## src/rtl/copy_element_pkg.sv

```systemverilog
// Shared types and sizing helpers for the copy_element_engine block.
package copy_element_pkg;

    typedef enum logic [2:0] {
        IDLE,
        RD_REQ,
        RD_WAIT,
        WR_REQ,
        WR_ACK
    } state_e;

    // Upper bound on bytes per data word that the byteenable helper can describe.
    localparam int unsigned MAX_DB = 256;

    function automatic int unsigned eb_f(input int unsigned elem_w);
        return elem_w / 8;
    endfunction

    function automatic int unsigned db_f(input int unsigned data_w);
        return data_w / 8;
    endfunction

    function automatic int unsigned lane_w_f(input int unsigned data_w, input int unsigned elem_w);
        return (data_w > elem_w) ? $clog2(data_w / elem_w) : 1;
    endfunction

    // EB contiguous byte enables starting at byte lane*EB.
    function automatic logic [MAX_DB-1:0] lane_be_f(input int unsigned lane, input int unsigned eb);
        logic [MAX_DB-1:0] ones;
        for (int unsigned i = 0; i < MAX_DB; i++) begin
            ones[i] = (i < eb);
        end
        return ones << (lane * eb);
    endfunction

endpackage

```

## src/rtl/copy_element_out_fifo.sv

```systemverilog
// Synchronous result FIFO with full/empty/count status; head is visible on rdata_o.
module copy_element_out_fifo #(
    parameter int unsigned WIDTH = 16,
    parameter int unsigned DEPTH = 4
) (
    input  logic                     clock,
    input  logic                     reset,
    input  logic                     push_i,
    input  logic [WIDTH-1:0]         wdata_i,
    input  logic                     pop_i,
    output logic [WIDTH-1:0]         rdata_o,
    output logic                     full_o,
    output logic                     empty_o,
    output logic [$clog2(DEPTH):0]   count_o
);

    localparam int unsigned PTR_W = $clog2(DEPTH);
    localparam int unsigned CNT_W = PTR_W + 1;

    logic [WIDTH-1:0] mem_q [DEPTH];
    logic [PTR_W-1:0] rd_ptr_q, wr_ptr_q;
    logic [CNT_W-1:0] count_q;
    logic             do_push, do_pop;

    assign do_push = push_i && !full_o;
    assign do_pop  = pop_i && !empty_o;

    always_ff @(posedge clock) begin
        if (reset) begin
            for (int i = 0; i < int'(DEPTH); i++) begin
                mem_q[i] <= '0;
            end
            rd_ptr_q <= '0;
            wr_ptr_q <= '0;
            count_q  <= '0;
        end else begin
            if (do_push) begin
                mem_q[wr_ptr_q] <= wdata_i;
                wr_ptr_q        <= wr_ptr_q + PTR_W'(1);
            end
            if (do_pop) begin
                rd_ptr_q <= rd_ptr_q + PTR_W'(1);
            end
            case ({do_push, do_pop})
                2'b10:   count_q <= count_q + CNT_W'(1);
                2'b01:   count_q <= count_q - CNT_W'(1);
                default: count_q <= count_q;
            endcase
        end
    end

    assign rdata_o = mem_q[rd_ptr_q];
    assign empty_o = (count_q == '0);
    assign full_o  = (count_q == CNT_W'(DEPTH));
    assign count_o = count_q;

endmodule

```

## src/rtl/copy_element_engine.sv

```systemverilog
// Streamed single-element copy: one Avalon read, lane extract, one byte-enabled write, result FIFO.
// Optional stall counter enabled with `define COPY_ELEM_PERF_EN.
module copy_element_engine
    import copy_element_pkg::*;
#(
    parameter int unsigned DATA_W    = 512,
    parameter int unsigned ELEM_W    = 16,
    parameter int unsigned ADDR_W    = 32,
    parameter int unsigned OUT_DEPTH = 4
) (
    input  logic                clock,
    input  logic                reset,
    input  logic                m_start,
    input  logic [ADDR_W-1:0]   src_base,
    input  logic [ADDR_W-1:0]   dst_base,
    input  logic                m_valid_in,
    output logic                m_ready_out,
    input  logic [31:0]         m_input_wave,
    input  logic [31:0]         m_input_fpid,
    output logic [ELEM_W-1:0]   m_output_0,
    output logic                m_valid_out,
    input  logic                m_ready_in,
    output logic [ADDR_W-1:0]   avm_ld_address,
    output logic                avm_ld_read,
    input  logic                avm_ld_waitrequest,
    input  logic [DATA_W-1:0]   avm_ld_readdata,
    input  logic                avm_ld_readdatavalid,
    output logic [4:0]          avm_ld_burstcount,
    output logic [ADDR_W-1:0]   avm_st_address,
    output logic                avm_st_write,
    input  logic                avm_st_waitrequest,
    output logic [DATA_W-1:0]   avm_st_writedata,
    output logic [DATA_W/8-1:0] avm_st_byteenable,
    input  logic                avm_st_writeack,
    output logic [4:0]          avm_st_burstcount,
    output logic                has_a_write_pending,
    output logic                has_a_lsu_active,
    output logic [31:0]         perf_stall_cycles
);

    localparam int unsigned EB     = eb_f(ELEM_W);
    localparam int unsigned DB     = db_f(DATA_W);
    localparam int unsigned LANE_W = lane_w_f(DATA_W, ELEM_W);
    localparam int unsigned LANES  = DATA_W / ELEM_W;
    localparam int unsigned LOG_EB = $clog2(EB);
    localparam int unsigned CNT_W  = $clog2(OUT_DEPTH) + 1;

    state_e              state_q, state_d;
    logic [ADDR_W-1:0]   src_base_q, src_base_d, dst_base_q, dst_base_d;
    logic [ADDR_W-1:0]   ld_addr_q, ld_addr_d, st_addr_q, st_addr_d;
    logic [LANE_W-1:0]   src_lane_q, src_lane_d, dst_lane_q, dst_lane_d;
    logic [ELEM_W-1:0]   elem_q, elem_d;
    logic [ADDR_W-1:0]   src_byte, dst_byte;
    logic                fifo_push, fifo_pop, fifo_full, fifo_empty;
    logic [CNT_W-1:0]    fifo_count;

    assign src_byte = src_base_q + ADDR_W'(m_input_wave) * ADDR_W'(EB);
    assign dst_byte = dst_base_q + ADDR_W'(m_input_fpid) * ADDR_W'(EB);

    always_ff @(posedge clock) begin
        if (reset) begin
            state_q    <= IDLE;
            src_base_q <= '0;
            dst_base_q <= '0;
            ld_addr_q  <= '0;
            st_addr_q  <= '0;
            src_lane_q <= '0;
            dst_lane_q <= '0;
            elem_q     <= '0;
        end else begin
            state_q    <= state_d;
            src_base_q <= src_base_d;
            dst_base_q <= dst_base_d;
            ld_addr_q  <= ld_addr_d;
            st_addr_q  <= st_addr_d;
            src_lane_q <= src_lane_d;
            dst_lane_q <= dst_lane_d;
            elem_q     <= elem_d;
        end
    end

    always_comb begin
        state_d    = state_q;
        src_base_d = src_base_q;
        dst_base_d = dst_base_q;
        ld_addr_d  = ld_addr_q;
        st_addr_d  = st_addr_q;
        src_lane_d = src_lane_q;
        dst_lane_d = dst_lane_q;
        elem_d     = elem_q;
        fifo_push  = 1'b0;

        if (m_start && (state_q == IDLE)) begin
            src_base_d = src_base;
            dst_base_d = dst_base;
        end

        case (state_q)
            IDLE: begin
                if (m_valid_in && m_ready_out) begin
                    ld_addr_d  = src_byte & ~ADDR_W'(DB - 1);
                    st_addr_d  = dst_byte & ~ADDR_W'(DB - 1);
                    src_lane_d = LANE_W'((src_byte & ADDR_W'(DB - 1)) >> LOG_EB);
                    dst_lane_d = LANE_W'((dst_byte & ADDR_W'(DB - 1)) >> LOG_EB);
                    state_d    = RD_REQ;
                end
            end
            RD_REQ: begin
                if (!avm_ld_waitrequest) state_d = RD_WAIT;
            end
            RD_WAIT: begin
                if (avm_ld_readdatavalid) begin
                    elem_d  = ELEM_W'(avm_ld_readdata >> (32'(src_lane_q) * ELEM_W));
                    state_d = WR_REQ;
                end
            end
            WR_REQ: begin
                if (!avm_st_waitrequest) state_d = WR_ACK;
            end
            WR_ACK: begin
                if (avm_st_writeack) begin
                    fifo_push = !fifo_full;
                    state_d   = IDLE;
                end
            end
            default: state_d = IDLE;
        endcase
    end

    assign m_ready_out         = (state_q == IDLE) && (fifo_count < CNT_W'(OUT_DEPTH)) && !reset;
    assign avm_ld_address      = ld_addr_q;
    assign avm_ld_read         = (state_q == RD_REQ);
    assign avm_ld_burstcount   = 5'd1;
    assign avm_st_address      = st_addr_q;
    assign avm_st_write        = (state_q == WR_REQ);
    assign avm_st_writedata    = {LANES{elem_q}};
    assign avm_st_byteenable   = avm_st_write ? DB'(lane_be_f(32'(dst_lane_q), EB)) : '0;
    assign avm_st_burstcount   = 5'd1;
    assign has_a_write_pending = (state_q == WR_REQ) || (state_q == WR_ACK);
    assign has_a_lsu_active    = (state_q != IDLE);

    assign m_valid_out = !fifo_empty;
    assign fifo_pop    = m_valid_out && m_ready_in;

    copy_element_out_fifo #(
        .WIDTH (ELEM_W),
        .DEPTH (OUT_DEPTH)
    ) u_out_fifo (
        .clock   (clock),
        .reset   (reset),
        .push_i  (fifo_push),
        .wdata_i (elem_q),
        .pop_i   (fifo_pop),
        .rdata_o (m_output_0),
        .full_o  (fifo_full),
        .empty_o (fifo_empty),
        .count_o (fifo_count)
    );

`ifdef COPY_ELEM_PERF_EN
    logic [31:0] perf_q, perf_d;
    logic        stall;

    assign stall = (avm_ld_read && avm_ld_waitrequest) || (avm_st_write && avm_st_waitrequest);

    always_comb begin
        perf_d = perf_q;
        if (m_start) perf_d = '0;
        else if (stall && (perf_q != '1)) perf_d = perf_q + 32'd1;
    end

    always_ff @(posedge clock) begin
        if (reset) perf_q <= '0;
        else       perf_q <= perf_d;
    end

    assign perf_stall_cycles = perf_q;
`else
    assign perf_stall_cycles = '0;
`endif

endmodule
```

## config.mk

```make
export PLATFORM = sky130hd
export DESIGN_NAME = copy_element_engine
export DESIGN_NICKNAME = d
export VERILOG_FILES = /design/src/rtl/copy_element_pkg.sv /design/src/rtl/copy_element_out_fifo.sv /design/src/rtl/copy_element_engine.sv
export SDC_FILE = /design/constraint.sdc
export NUM_CORES = 1
export LEC_CHECK = 0
export ABC_AREA = 1
export CELL_PAD_IN_SITES_DETAIL_PLACEMENT = 1
export CELL_PAD_IN_SITES_GLOBAL_PLACEMENT = 1
export CORE_AREA = 2 2 531 533
export DETAILED_ROUTE_END_ITERATION = 10
export DIE_AREA = 0 0 533 535
export GPL_TIMING_DRIVEN = 0
export PLACE_DENSITY = 0.32
export SLEW_MARGIN = 30
export SYNTH_ARGS = -nofsm -noshare
export SYNTH_HDL_FRONTEND = slang
export SYNTH_SLANG_ARGS = --single-unit
```

## constraint.sdc

```tcl
create_clock -name clock -period 7.7 [get_ports clock]
set_clock_uncertainty 0.05 [all_clocks]
set_input_delay 0.77 -clock clock [delete_from_list [all_inputs] [get_ports clock]]
set_output_delay 0.77 -clock clock [all_outputs]
set_load 0.1 [all_outputs]
```

=== After elaboration in Yosys (flattened, before gate mapping) ===
Memory sizes are Yosys's and may differ from the RTL's. A register that Yosys moved wholly into a read port is not among the register bits.
Index checks and enable logic that the tools add are counted.

* $add $sub $neg: 6
* Equality and inequality tests: 12
* Bitwise gates (word level): 0
* Shift operators: 2
* $mul: 0
* Divide/modulo/power cells: 0
* Mux-type cells: 20
* Reductions and logical operators: 19
* Magnitude comparators: 1

{| class="wikitable"
|+ Operator list
! kind !! count
|-
| $shr A512 B9 Y16 || 1
|-
| $add A32 B32 Y32 || 2
|-
| $mux W64 || 1
|-
| $shl A2 B6 Y64 const A || 1
|-
| $mux W16 || 1
|-
| $reduce_or A16 Y1 || 1
|-
| $mux W3 || 5
|-
| $pmux W3 S5 || 1
|-
| $mux W1 || 8
|-
| $ne A2 B2 Y1 const B || 4
|-
| $logic_and A1 B1 Y1 || 7
|-
| $eq A3 B2 Y1 const B || 2
|-
| $eq A3 B3 Y1 const B || 2
|-
| $logic_not A3 Y1 || 2
|-
| $mux W2 || 3
|-
| $pmux W3 S2 || 1
|-
| $reduce_and A5 Y1 || 1
|-
| $add A2 B1 Y2 const B || 2
|-
| $reduce_and A2 Y1 || 2
|-
| $add A3 B1 Y3 const B || 1
|-
| $eq A3 B1 Y1 const B || 1
|-
| $logic_not A1 Y1 || 3
|-
| $lt A3 B3 Y1 const B || 1
|-
| $reduce_bool A3 Y1 || 1
|-
| 6 further kinds || 6
|}

* Output and inout bits: 704
* Bits in latches: 0
* Input port bits: 649
* Bits in read-only memories: 0
* Memories: 1
* Bits in writable memories: 64
* Bits in registers: 152
* Word-level logic and storage cells: 72

{| class="wikitable"
|+ Memory list
! memory !! depth !! bits a word !! read ports !! clocked after Yosys merged registers in !! write ports !! line !! RTL
|-
| u_out_fifo.mem_q || 4 || 16 || 1 || 1 || 4 || copy_element_out_fifo.sv:20 || <nowiki>logic [WIDTH-1:0] mem_q [DEPTH];</nowiki>
|}

=== Longest topological paths before layout ===
* Depth after elaboration: 10
* Depth in mapped cells: 13
* Depth with buffers taken out: 13

=== By module ===
Synthesis repeated with hierarchy kept, for this count alone.

* Cell total of the unflattened synthesis: 3,757
* Area total of the unflattened synthesis: 22,705.5 µm²

{| class="wikitable"
|+ Modules (own cells, without submodules)
! module !! seq. area each (µm²) !! area each (µm²) !! cells each !! instances
|-
| copy_element_engine || 2,862.7 || 19,391.1 || 3,431 || 1
|-
| copy_element_out_fifo || 2,102.0 || 3,314.4 || 326 || 1
|}

=== Least setup slack after synthesis ===
OpenSTA, ideal clock, no wires.

* Kind: reg2out
* Start point: register state_q[0]
* End point: output avm_st_byteenable[45]
* Data required time: 6.880 ns
* Arrival time: 3.516 ns
* Buffers on the path: 2
* Cell stages (with the launch flop): 7
* Path slack: 3.364 ns
* Cells stage by stage: dfxtp_1 nand3_1 inv_1 nand2_1 clkbuf_1 nor2_1 buf_4

* Word-level cells in the longest chain between the ends: 2

{| class="wikitable"
|+ RTL lines
! what !! line !! RTL
|-
| start: declaration || copy_element_engine.sv:48 || <nowiki>state_e state_q, state_d;</nowiki>
|-
| start signal: assignment || copy_element_engine.sv:71 || <nowiki>state_q <= state_d;</nowiki>
|-
| $eq A3 B2 Y1 || copy_element_engine.sv:135 || <nowiki>assign avm_st_write = (state_q == WR_REQ);</nowiki>
|-
| named net avm_st_write || copy_element_engine.sv:30 || <nowiki>output logic avm_st_write,</nowiki>
|-
| $mux W64 || copy_element_engine.sv:137 || <nowiki>assign avm_st_byteenable = avm_st_write ? DB'(lane_be_f(32'(dst_lane_q), EB)) : '0;</nowiki>
|-
| end: declaration || copy_element_engine.sv:33 || <nowiki>output logic [DATA_W/8-1:0] avm_st_byteenable,</nowiki>
|}

The timed path passes the listed nets, and every way through them passes these cells.

=== Worst setup path after layout ===
* Start point: register state_q[0]
* End point: output avm_st_byteenable[27]

* Word-level cells in the longest chain between the ends: 2

{| class="wikitable"
|+ RTL lines
! what !! line
|-
| $eq A3 B2 Y1 || copy_element_engine.sv:135
|-
| $mux W64 || copy_element_engine.sv:137
|}

No other way between the ends.

==> flow_summary.json <==
{
  "status": "complete, no violations",
  "io_buffers": 1292,
  "syn_to_final_growth_pct": 82.1,
  "ir_drop_mv": 0.189,
  "postSynthCellCount": 3741,
  "finalSetupViolCount": 0,
  "slew_headroom": 0.295,
  "io-pin-count": 1353,
  "endpoint_kind": "output port",
  "min-delay-start": "dst_base_q[29]",
  "fp-row-count": 194,
  "clock_sinks": 216,
  "grt_pass1_wl_um": 268000,
  "grt_pass1_vias": 29700,
  "path_max_fanout": 10,
  "fin_nets": 5852,
  "yosys.area_share.simple": 0.382,
  "yosys_warnings": 0,
  "hold_buffers": 0,
  "cts_tree": "yes",
  "htreeDepth": 2,
  "finalHoldViolCount": 0,
  "synth_mux_area_frac": 0,
  "cts_inserted_buffers": 36,
  "root_buffer": "clkbuf_16",
  "gp_congestion": 0.826,
  "ys_seq_elements": 216,
  "drive_above_1_share": 0.189,
  "synth_top_family_by_area": "simple AND/OR/NAND/NOR gates",
  "routed_wl_um": 202000,
  "synth-compound-area-share": 0.0676,
  "drv_slew": 0,
  "rsz0062_at_grt": "no",
  "netlist_area_mm2": 0.0226,
  "grt_max_degree": 35,
  "via_per_inst": 3.19,
  "post-route-util": 0.147,
  "grt_remaining_overflow": 0,
  "worst_slew_pin_slew_ps": 1050,
  "layout_min_cycle_time_ps": 4450,
  "crit_start": "state_q[0]",
  "tns_ps": 0,
  "critical_path_class": "flop to output port",
  "worst_ep_required_time_ps": 6880,
  "holdWs_ps": 419,
  "placed_cells": 8825,
  "clockBufferDepth": 3,
  "worstPathArrival_ps": 3630,
  "avgRoutedWirePerCell_um": 22.7,
  "dpl.hpwl_um": 176000,
  "post-route-drc-count": 0,
  "core-area_mm2": 0.279,
  "antenna_found_initial": 54,
  "setup_slack_ps": 3250,
  "vias": 28400,
  "cts_resized": 0,
  "powerDensity_mw_per_mm2": 277,
  "hp-class": "flop to flop",
  "yosysSeqAreaShare": 0.220,
  "dp_slack_ps": 3750,
  "p_leak_nw": 18.4,
  "syn_avg_cell_area_um2": 6.04,
  "fmaxAchievable_ghz": 0.225,
  "dr.pass1.iters": 5,
  "die_height_um": 535,
  "synthXorXnorAreaFrac": 0.0116,
  "period_share": 0.578,
  "postCtsSetupBuffers": 0,
  "clk_pin_slew_ps": 50,
  "r2r-start": "src_lane_q[2]",
  "critPathLaunchType": "flop",
  "insertion_delay_ps": 610,
  "start_util": 0.0810,
  "drt-initial-drc-count": 1201,
  "ant_nets": 0,
  "yosys.area_share.adder": 0.0365,
  "grtUsageTotal": 0.136,
  "layout.cells.non_filler": 8906,
  "drv_cap": 0,
  "die_x_um": 533,
  "synth_cell_type_count": 37,
  "die_area_mm2": 0.285
}
==> worst paths after layout <==
path / slack, ps / endpoint / cells after the start
worst max-delay path: 3250 / avm_st_byteenable[27] / 7
worst min-delay path: 420 / dst_base_q[29] / 2
worst max register to register: 4770 / elem_q[7] / 7
worst min register to register: 420 / dst_base_q[29] / 2
==> cells in the final DEF, fill, tap and decap left out, types with 54 or more instances in the layout <==
cell type,instances
clkbuf_1,76
edfxtp_1,64
ha_1,61
o21ai_0,81
buf_2,245
conb_1,54
nand3_1,551
dfxtp_1,136
nand2_1,1139
buf_4,591
inv_1,302
a21oi_1,157
nor2_1,304
clkdlybuf4s50_1,1118
==> final cells by class <==
type	count	area (µm²)
diodes	18	45.0
repair buffers	1308	12400
flip-flops and latches	216	5020
inverters	317	1190
clock inverters	14	135
plain buffers	761	5210
well taps	3724	4660
fillers	33800	238000
multi-input cells	2499	11500
clock buffers	49	1010
==> flip-flops by register name, indices dropped and copies added, names as in the netlist, named ones only <==
register and cells:
dst_lane_q 5, state_q 3, u_out_fifo.mem_q 64, u_out_fifo.wr_ptr_q 2, u_out_fifo.count_o 3, dst_base_q 31
avm_ld_address 26, src_lane_q 5, elem_q 16, src_base_q 31, u_out_fifo.rd_ptr_q 2, avm_st_address 26
==> cells in the mapped netlist (all sizes together) <==
| master | instances | share of area |
|---|---|---|
| ha | 61 | 0.034 |
| or2 | 1 | 0.00028 |
| o22ai | 17 | 0.0047 |
| clkinv | 5 | 0.00083 |
| nand4 | 22 | 0.0061 |
| fa | 3 | 0.0027 |
| nand2 | 1144 | 0.19 |
| clkbuf | 79 | 0.013 |
| inv | 312 | 0.052 |
| xnor2 | 9 | 0.0035 |
| edfxtp | 64 | 0.085 |
| and2 | 2 | 0.00055 |
| dfxtp | 152 | 0.13 |
| xor2 | 21 | 0.0081 |
| nor2 | 324 | 0.058 |
| nand3 | 551 | 0.12 |
| a21o | 2 | 0.00066 |
| o21a | 1 | 0.00033 |
| nor3 | 10 | 0.0029 |
| buf | 682 | 0.22 |
| o211ai | 2 | 0.00066 |
| nand3b | 2 | 0.00066 |
| o21bai | 7 | 0.0023 |
| conb | 2 | 0.00033 |
| a21oi | 157 | 0.035 |
| o21ai | 109 | 0.024 |
==> power breakdown <==
group          leakage, nW  total, mW  internal (mW)  switching [mW]
clock network        0.555       1.61          0.929           0.682
registers             1.92       1.59           1.38           0.211
logic                 15.9       8.18           2.02            6.16
==> metrics by stage <==
stage / area [µm²] / power, mW
final: 41100 / 11.4
after detailed placement: 40000 / 9.97
after global routing: 41100 / 12.1
after floorplan: 22800 / 7.07
after global placement: 40400 / 10.1
after CTS: 41100 / 11.7
==> layer usage <==
layer / routed length, µm / track usage / vias up
met3: 10700 / 0.0270 / 101
li1: - / - / 14000
met2: 98900 / 0.240 / 888
met1: 90000 / 0.173 / 13400
met4: 2200 / 0.0170 / 22
met5: 138 / 0 / -
==> cell families after synthesis <==
| group | after synthesis |
|---|---|
| fa+ha+maj | 64 |
| other cells | 2 |
| compound gates | 295 |
| simple gates | 2056 |
| xor+xnor | 30 |
| buf+inv | 1078 |
| flops | 216 |
==> worst max-delay path: stages (launching register included) <==
cell and delay, ps:
dfxtp_1 440, nand3_1 210, or2_2 310, clkbuf_1 210
clkbuf_1 300, nor2_1 260, buf_4 150, clkdlybuf4s50_1 1140
Note: power is estimated with default switching activity, not from simulation.
